## src/rtl/fifo_s1_sf.sv

```systemverilog
// Single-clock synchronous FIFO with active-low push/pop requests and occupancy flags.
// Flags come from the registered count only, so no request input reaches an output.
module fifo_s1_sf #(
    parameter int unsigned width    = 8,
    parameter int unsigned depth    = 4,
    parameter int unsigned ae_level = 1,
    parameter int unsigned af_level = 1,
    parameter int unsigned err_mode = 0,
    parameter int unsigned rst_mode = 0
) (
    input  logic             clk,
    input  logic             rst_n,
    input  logic             push_req_n,
    input  logic             pop_req_n,
    input  logic             diag_n,
    input  logic [width-1:0] data_in,
    output logic             empty,
    output logic             almost_empty,
    output logic             half_full,
    output logic             almost_full,
    output logic             full,
    output logic             error,
    output logic [width-1:0] data_out
);

    localparam int unsigned PtrW = (depth > 1) ? $clog2(depth) : 1;
    localparam int unsigned CntW = $clog2(depth + 1);

    logic [PtrW-1:0]  wrPtr, wrPtrNext;
    logic [PtrW-1:0]  rdPtr, rdPtrNext;
    logic [CntW-1:0]  count, countNext;
    logic             errQ, errNext;
    logic [width-1:0] mem [depth];

    logic pushAcc, popAcc, overflow, underflow;
    logic unusedDiag;

    assign unusedDiag = diag_n;

    assign empty        = (count == '0);
    assign full         = (count == CntW'(depth));
    assign almost_empty = (count <= CntW'(ae_level));
    assign half_full    = (count >= CntW'(depth / 2));
    assign almost_full  = (count >= CntW'(depth - af_level));
    assign error        = errQ;
    assign data_out     = mem[rdPtr];

    // A push while full still goes through when a pop frees the head slot this cycle.
    assign popAcc    = !pop_req_n && !empty;
    assign pushAcc   = !push_req_n && (!full || popAcc);
    assign overflow  = !push_req_n && full && !popAcc;
    assign underflow = !pop_req_n && empty;

    always_comb begin
        wrPtrNext = wrPtr;
        rdPtrNext = rdPtr;
        countNext = count;
        if (pushAcc) begin
            wrPtrNext = (wrPtr == PtrW'(depth - 1)) ? '0 : wrPtr + 1'b1;
        end
        if (popAcc) begin
            rdPtrNext = (rdPtr == PtrW'(depth - 1)) ? '0 : rdPtr + 1'b1;
        end
        unique case ({pushAcc, popAcc})
            2'b10:   countNext = count + 1'b1;
            2'b01:   countNext = count - 1'b1;
            default: countNext = count;
        endcase
        if (err_mode < 2) begin
            errNext = errQ | overflow | underflow;
        end else begin
            errNext = overflow | underflow;
        end
    end

    always_ff @(posedge clk or negedge rst_n) begin
        if (!rst_n) begin
            wrPtr <= '0;
            rdPtr <= '0;
            count <= '0;
            errQ  <= 1'b0;
        end else begin
            wrPtr <= wrPtrNext;
            rdPtr <= rdPtrNext;
            count <= countNext;
            errQ  <= errNext;
        end
    end

    generate
        if (rst_mode < 2) begin : gen_mem_rst
            always_ff @(posedge clk or negedge rst_n) begin
                if (!rst_n) begin
                    for (int i = 0; i < int'(depth); i++) begin
                        mem[i] <= '0;
                    end
                end else if (pushAcc) begin
                    mem[wrPtr] <= data_in;
                end
            end
        end else begin : gen_mem_norst
            always_ff @(posedge clk) begin
                if (pushAcc) begin
                    mem[wrPtr] <= data_in;
                end
            end
        end
    endgenerate

endmodule

```

## config.mk

```make
export PLATFORM = sky130hd
export DESIGN_NAME = fifo_s1_sf
export DESIGN_NICKNAME = d
export VERILOG_FILES = /design/src/rtl/fifo_s1_sf.sv
export SDC_FILE = /design/constraint.sdc
export NUM_CORES = 1
export LEC_CHECK = 0
export BUFFER_PORTS_ARGS = -buffer_cell sky130_fd_sc_hd__buf_2
export CORE_MARGIN = 4
export CORE_UTILIZATION = 35
export DETAILED_ROUTE_END_ITERATION = 10
export PLACE_DENSITY_LB_ADDON = 0.2
export SLEW_MARGIN = 25
export SYNTH_ARGS = -nofsm -noshare
export SYNTH_HDL_FRONTEND = slang
export SYNTH_SLANG_ARGS = --single-unit
```

## constraint.sdc

```tcl
create_clock -name clk -period 1.75 [get_ports clk]
set_input_delay 0.175 -clock clk [delete_from_list [all_inputs] [get_ports clk]]
set_output_delay 0.175 -clock clk [all_outputs]
set_load 0.01 [all_outputs]
```

==> summary by stage <==
Synth
After synthesis the cells add up to 1930 um2. In this run, synthesis inferred 0 flip-flops with an integrated enable. Counting instances in the post-synthesis netlist gives the leading cell types as sky130_fd_sc_hd__dfrtp_1, sky130_fd_sc_hd__mux2_2, sky130_fd_sc_hd__ha_1, sky130_fd_sc_hd__inv_1, sky130_fd_sc_hd__mux4_2. In this run the biggest area consumer among cell types represents 52.0% of the synthesized area. The async set-reset flop share out of synthesis is 100%.

The number of warnings printed during yosys synthesis is 0. The most instantiated flip-flop cell in the synthesis netlist is sky130_fd_sc_hd__dfrtp_1. The per-instance average area after synthesis is 14.5 um2. The number of nets handed over by synthesis was 158. By area the synthesized netlist is led by sky130_fd_sc_hd__dfrtp_1, sky130_fd_sc_hd__mux2_2, sky130_fd_sc_hd__mux4_2, sky130_fd_sc_hd__ha_1, sky130_fd_sc_hd__inv_1. Synthesis produced a netlist whose cell count is 133. The number of distinct library cells after synthesis is 21. The most numerous cell in the Yosys netlist is sky130_fd_sc_hd__dfrtp_1. The flip-flop and latch count after synthesis is 40.

sky130_fd_sc_hd__dfrtp_1 takes more of the synthesized area than any other cell. The part of the Yosys area used for sequential elements is 52.0%.

Detailed routing
The iteration-0 DRC count of the detailed router is 50. The number of nets with antenna violations after routing is 0. The final routed wire length divided by cell count is 15.4 um. The total iterations of the first detailed-routing run is 4. The total wirelength of the detailed-routed design is 3780 um. The detailed router placed 1206 vias in this run.

The number of vias per cell after detailed routing is 4.92. In the routed design, unresolved DRC markers number 0.

Worst setup path
The highest fanout seen on the critical path is 8. The signal on the critical path passes through inv_1 > ha_1 > a31oi_4 > buf_4 > nand2_2 > mux2_2. At the worst endpoint, the arrival time is 1.87 ns. Setup slack on the worst reg-to-reg path comes out at 0.05 ns. In this run the worst setup path begins at count[1]$_DFFE_PN0P_. The sum of buffers and inverters on the critical path is 2. The worst setup path is captured at a flop.

The worst register-to-register path begins at count[1]$_DFFE_PN0P_. The critical path start-end classification is reg -> reg. The element type at the critical path start is a flop. The most critical setup path has its endpoint at mem[7]$_DFFE_PN0P_. The cell family with the largest share of critical-path delay is flip-flops. The stage delay of the slowest cell on the critical path is 0.39 ns. The largest individual stage delay along the critical path comes from the cell sky130_fd_sc_hd__dfrtp_1. The number of cells on the worst reg-to-reg path is 6. In this run the critical register-to-register path is captured at mem[7]$_DFFE_PN0P_. For the worst setup path, the data required time is 1.92 ns.

In this run the number of cells on the critical path is 6.

Global routing
Entering global routing, the biggest net connects 41 pins. For this run the aggregate overflow at the end of global routing stands at 0. The met1 layer usage reported by global route is 14.7%. The busiest layer in global routing is met2.

The overall track demand over capacity in global routing is 12.8%. The initial antenna violation count is 0. The first-pass GRT wire length is 6270 um.

Global routing consumed, on the met3 layer, 4.01% of the routing resources. The met2 routing resource usage after global routing is 21.8%. The via count of the first global-routing pass came to 1291.

CTS
The clock tree synthesis step divided the H-tree into 2 levels. The clock latency reported for the late side of the worst-skew pair is 0.28 ns. The clock tree from TritonCTS is done. The tree is rooted in a sky130_fd_sc_hd__clkbuf_8. CTS saw 40 sinks. The number of buffers created by CTS is 5.

After clock tree synthesis, the clock-pin slew on the worst setup and hold paths is 0.07 ns. Counting along the longest clock path gives a buffer depth of 2.

Placement
Summing all placed instances gives a cell area of 2200 um2. The detailed placement HPWL is 2680 um. The number of buffer cells added on primary ports is 25. After detailed placement, the design holds a cell count of 234. The congestion estimate from routability-driven global placement came to 0.753.

Flow run
Max-cap violations in this run came to 0.

Timing
The number of pins with negative max-slew slack in the final report is 0. The final-report hold violation count is 0. Based on the critical path, the design can be clocked at up to 589 MHz. Setup repair after global routing could not meet its margin everywhere. The clock arrives with 0.00203 ns of skew. Measured against its own limit, the worst slew margin works out to 66.0%. The share of the clock period used by the worst path is 97.0%. At the pin with the least slew margin, the transition time is 0.509 ns. The final-report setup violation count is 0. The minimum clock period after layout is 1.70 ns. Summed over all failing endpoints, the final setup total negative slack is 0 ns.

Power and ir drop
The worst-case IR drop observed on VDD is 0.000631 V. Sequential cells burn 38.6% of the power. The internal power of the cells totals 2.86 mW.

Of the total power, the share spent switching nets is 34.3%. For this design the static power due to leakage is 1.07 nW. The net switching power is 1.50 mW. The relative contribution of combinational cells to total power is 48.3%. The clock share of power is 13.1%. The cell area power density is 1870 nW/um2.

Hold path
The type of the worst min-delay path is in -> reg. The worst hold path begins at data_in[7].

Floorplan
The die is 82.2 um wide. The die is 82.2 um tall. 27 I/O pins were placed.

The initial standard-cell utilization of the core is 37.0%. In this run the core area contains 26 standard-cell rows. The area of the core is 5200 um2. The die covers 6750 um2.

Cells and area
The layout-stage area growth over the synthesis result is 20.9%. The number of antenna repair diodes is 0. The final design area excluding fillers is 2330 um2. The final layout contains 200 nets.

Of the cells placed in the final design, the portion with a size suffix greater than 1 is 51.4%. The filler-free cell count of the finished design is 245.

Status
The flow ran to the end, and the final reports show no timing, DRC or antenna violations.
repair_timing:
item,4_1_cts,5_1_grt
gates resized for setup,0,4
hold endpoints to repair,40,0
endpoints found under the setup margin,0,37
hold buffers,1,0
buffers inserted,0,3
metal layers:
metal  up-vias  share of wire [%]  wire length [um]
li1        560                  -                 -
met1       609                 43              1620
met4         0                2.0                76
met5         -                  0                 0
met3         9                5.4               203
met2        28                 50              1880
cell families after synthesis:
kind of cell | Yosys count | share of synthesized area (%)
XOR/XNOR | 2 | 0.910
flip-flops | 40 | 52.0
AND/OR/NAND/NOR | 17 | 4.22
adder cells (fa/ha/maj) | 12 | 7.80
AO/OA/AOI/OAI | 10 | 3.83
buffers and inverters | 10 | 2.01
multiplexers | 42 | 29.2
sequential cells by signal (all words and copies together) (netlist names):
register  cells
rdPtr         2
error         1
mem          32
count         3
wrPtr         2
layout by cell type, fill, tap and decap left out:
master                          netlist  routed
sky130_fd_sc_hd__dlygate4sd3_1        0       1
sky130_fd_sc_hd__clkbuf_8             0       5
sky130_fd_sc_hd__mux4_2               8       8
sky130_fd_sc_hd__a31oi_4              1       1
sky130_fd_sc_hd__nor2b_2              0       1
sky130_fd_sc_hd__a31oi_1              1       1
sky130_fd_sc_hd__nand2_4              0       2
sky130_fd_sc_hd__buf_4                0      11
sky130_fd_sc_hd__and2_1               1       1
sky130_fd_sc_hd__o21ai_0              4       3
sky130_fd_sc_hd__mux2_1               2       2
sky130_fd_sc_hd__a21oi_1              2       2
sky130_fd_sc_hd__nand2_2              4       2
sky130_fd_sc_hd__o21ai_1              0       1
sky130_fd_sc_hd__o22ai_1              1       1
sky130_fd_sc_hd__xnor2_1              2       2
sky130_fd_sc_hd__mux2_2              32      32
sky130_fd_sc_hd__clkbuf_1             0       1
sky130_fd_sc_hd__inv_1                8       8
sky130_fd_sc_hd__or3_1                1       1
sky130_fd_sc_hd__clkinv_2             0       1
sky130_fd_sc_hd__a221o_1              1       1
sky130_fd_sc_hd__nor2_1               7       6
sky130_fd_sc_hd__ha_1                12      11
sky130_fd_sc_hd__nand2_1              3       3
sky130_fd_sc_hd__dfrtp_1             40      40
sky130_fd_sc_hd__ha_4                 0       1
sky130_fd_sc_hd__nor2_2               0       1
sky130_fd_sc_hd__buf_2                1      25
worst register-to-register path, cell delays in order, from the launching register on:
cell                      delay, ns
sky130_fd_sc_hd__dfrtp_1       0.39
sky130_fd_sc_hd__inv_1         0.09
sky130_fd_sc_hd__ha_1          0.22
sky130_fd_sc_hd__a31oi_4       0.11
sky130_fd_sc_hd__buf_4         0.17
sky130_fd_sc_hd__nand2_2       0.23
sky130_fd_sc_hd__mux2_2        0.38
power by group through the flow:
stage / sequential, mW / clock [mW] / combinational (mW)
floorplan: 1.59 / 0 / 1.49
global placement: 1.66 / 0 / 2.02
detailed placement: 1.71 / 0 / 2.10
CTS: 1.69 / 0.600 / 2.12
global route: 1.74 / 0.630 / 2.34
finish: 1.68 / 0.570 / 2.10
final cells by class:
cell class | count | area, um2
clock inverter | 1 | 5.00
sequential | 40 | 1000
tap | 70 | 87.6
fill | 474 | 2880
multi-input combinational | 83 | 913
inverter | 8 | 30.0
timing repair buffer | 37 | 218
clock buffer | 6 | 72.6
worst min-delay path by stage:
stage	end	slack (ns)	cells after the start
floorplan	count[0]$_DFFE_PN0P_	-0.12	0
global placement	mem[16]$_DFFE_PN0P_	0.26	2
detailed placement	mem[16]$_DFFE_PN0P_	0.27	2
CTS	mem[15]$_DFFE_PN0P_	0.12	2
global route	mem[15]$_DFFE_PN0P_	0.14	2
finish	mem[15]$_DFFE_PN0P_	0.14	2
through the flow:
stage	hold WS, ns	util, %	power [mW]	setup slack [ns]
2_1_floorplan	-0.121	-	3.08	0.0295
4_1_cts	0.122	44.0	4.41	0.00824
5_1_grt	0.137	44.7	4.71	-0.0670
3_3_place_gp	0.256	42.4	3.68	0.0503
6_report	0.136	44.7	4.35	0.0525
3_5_place_dp	0.274	42.4	3.81	0.0191
(Power assumes the default switching activity.)
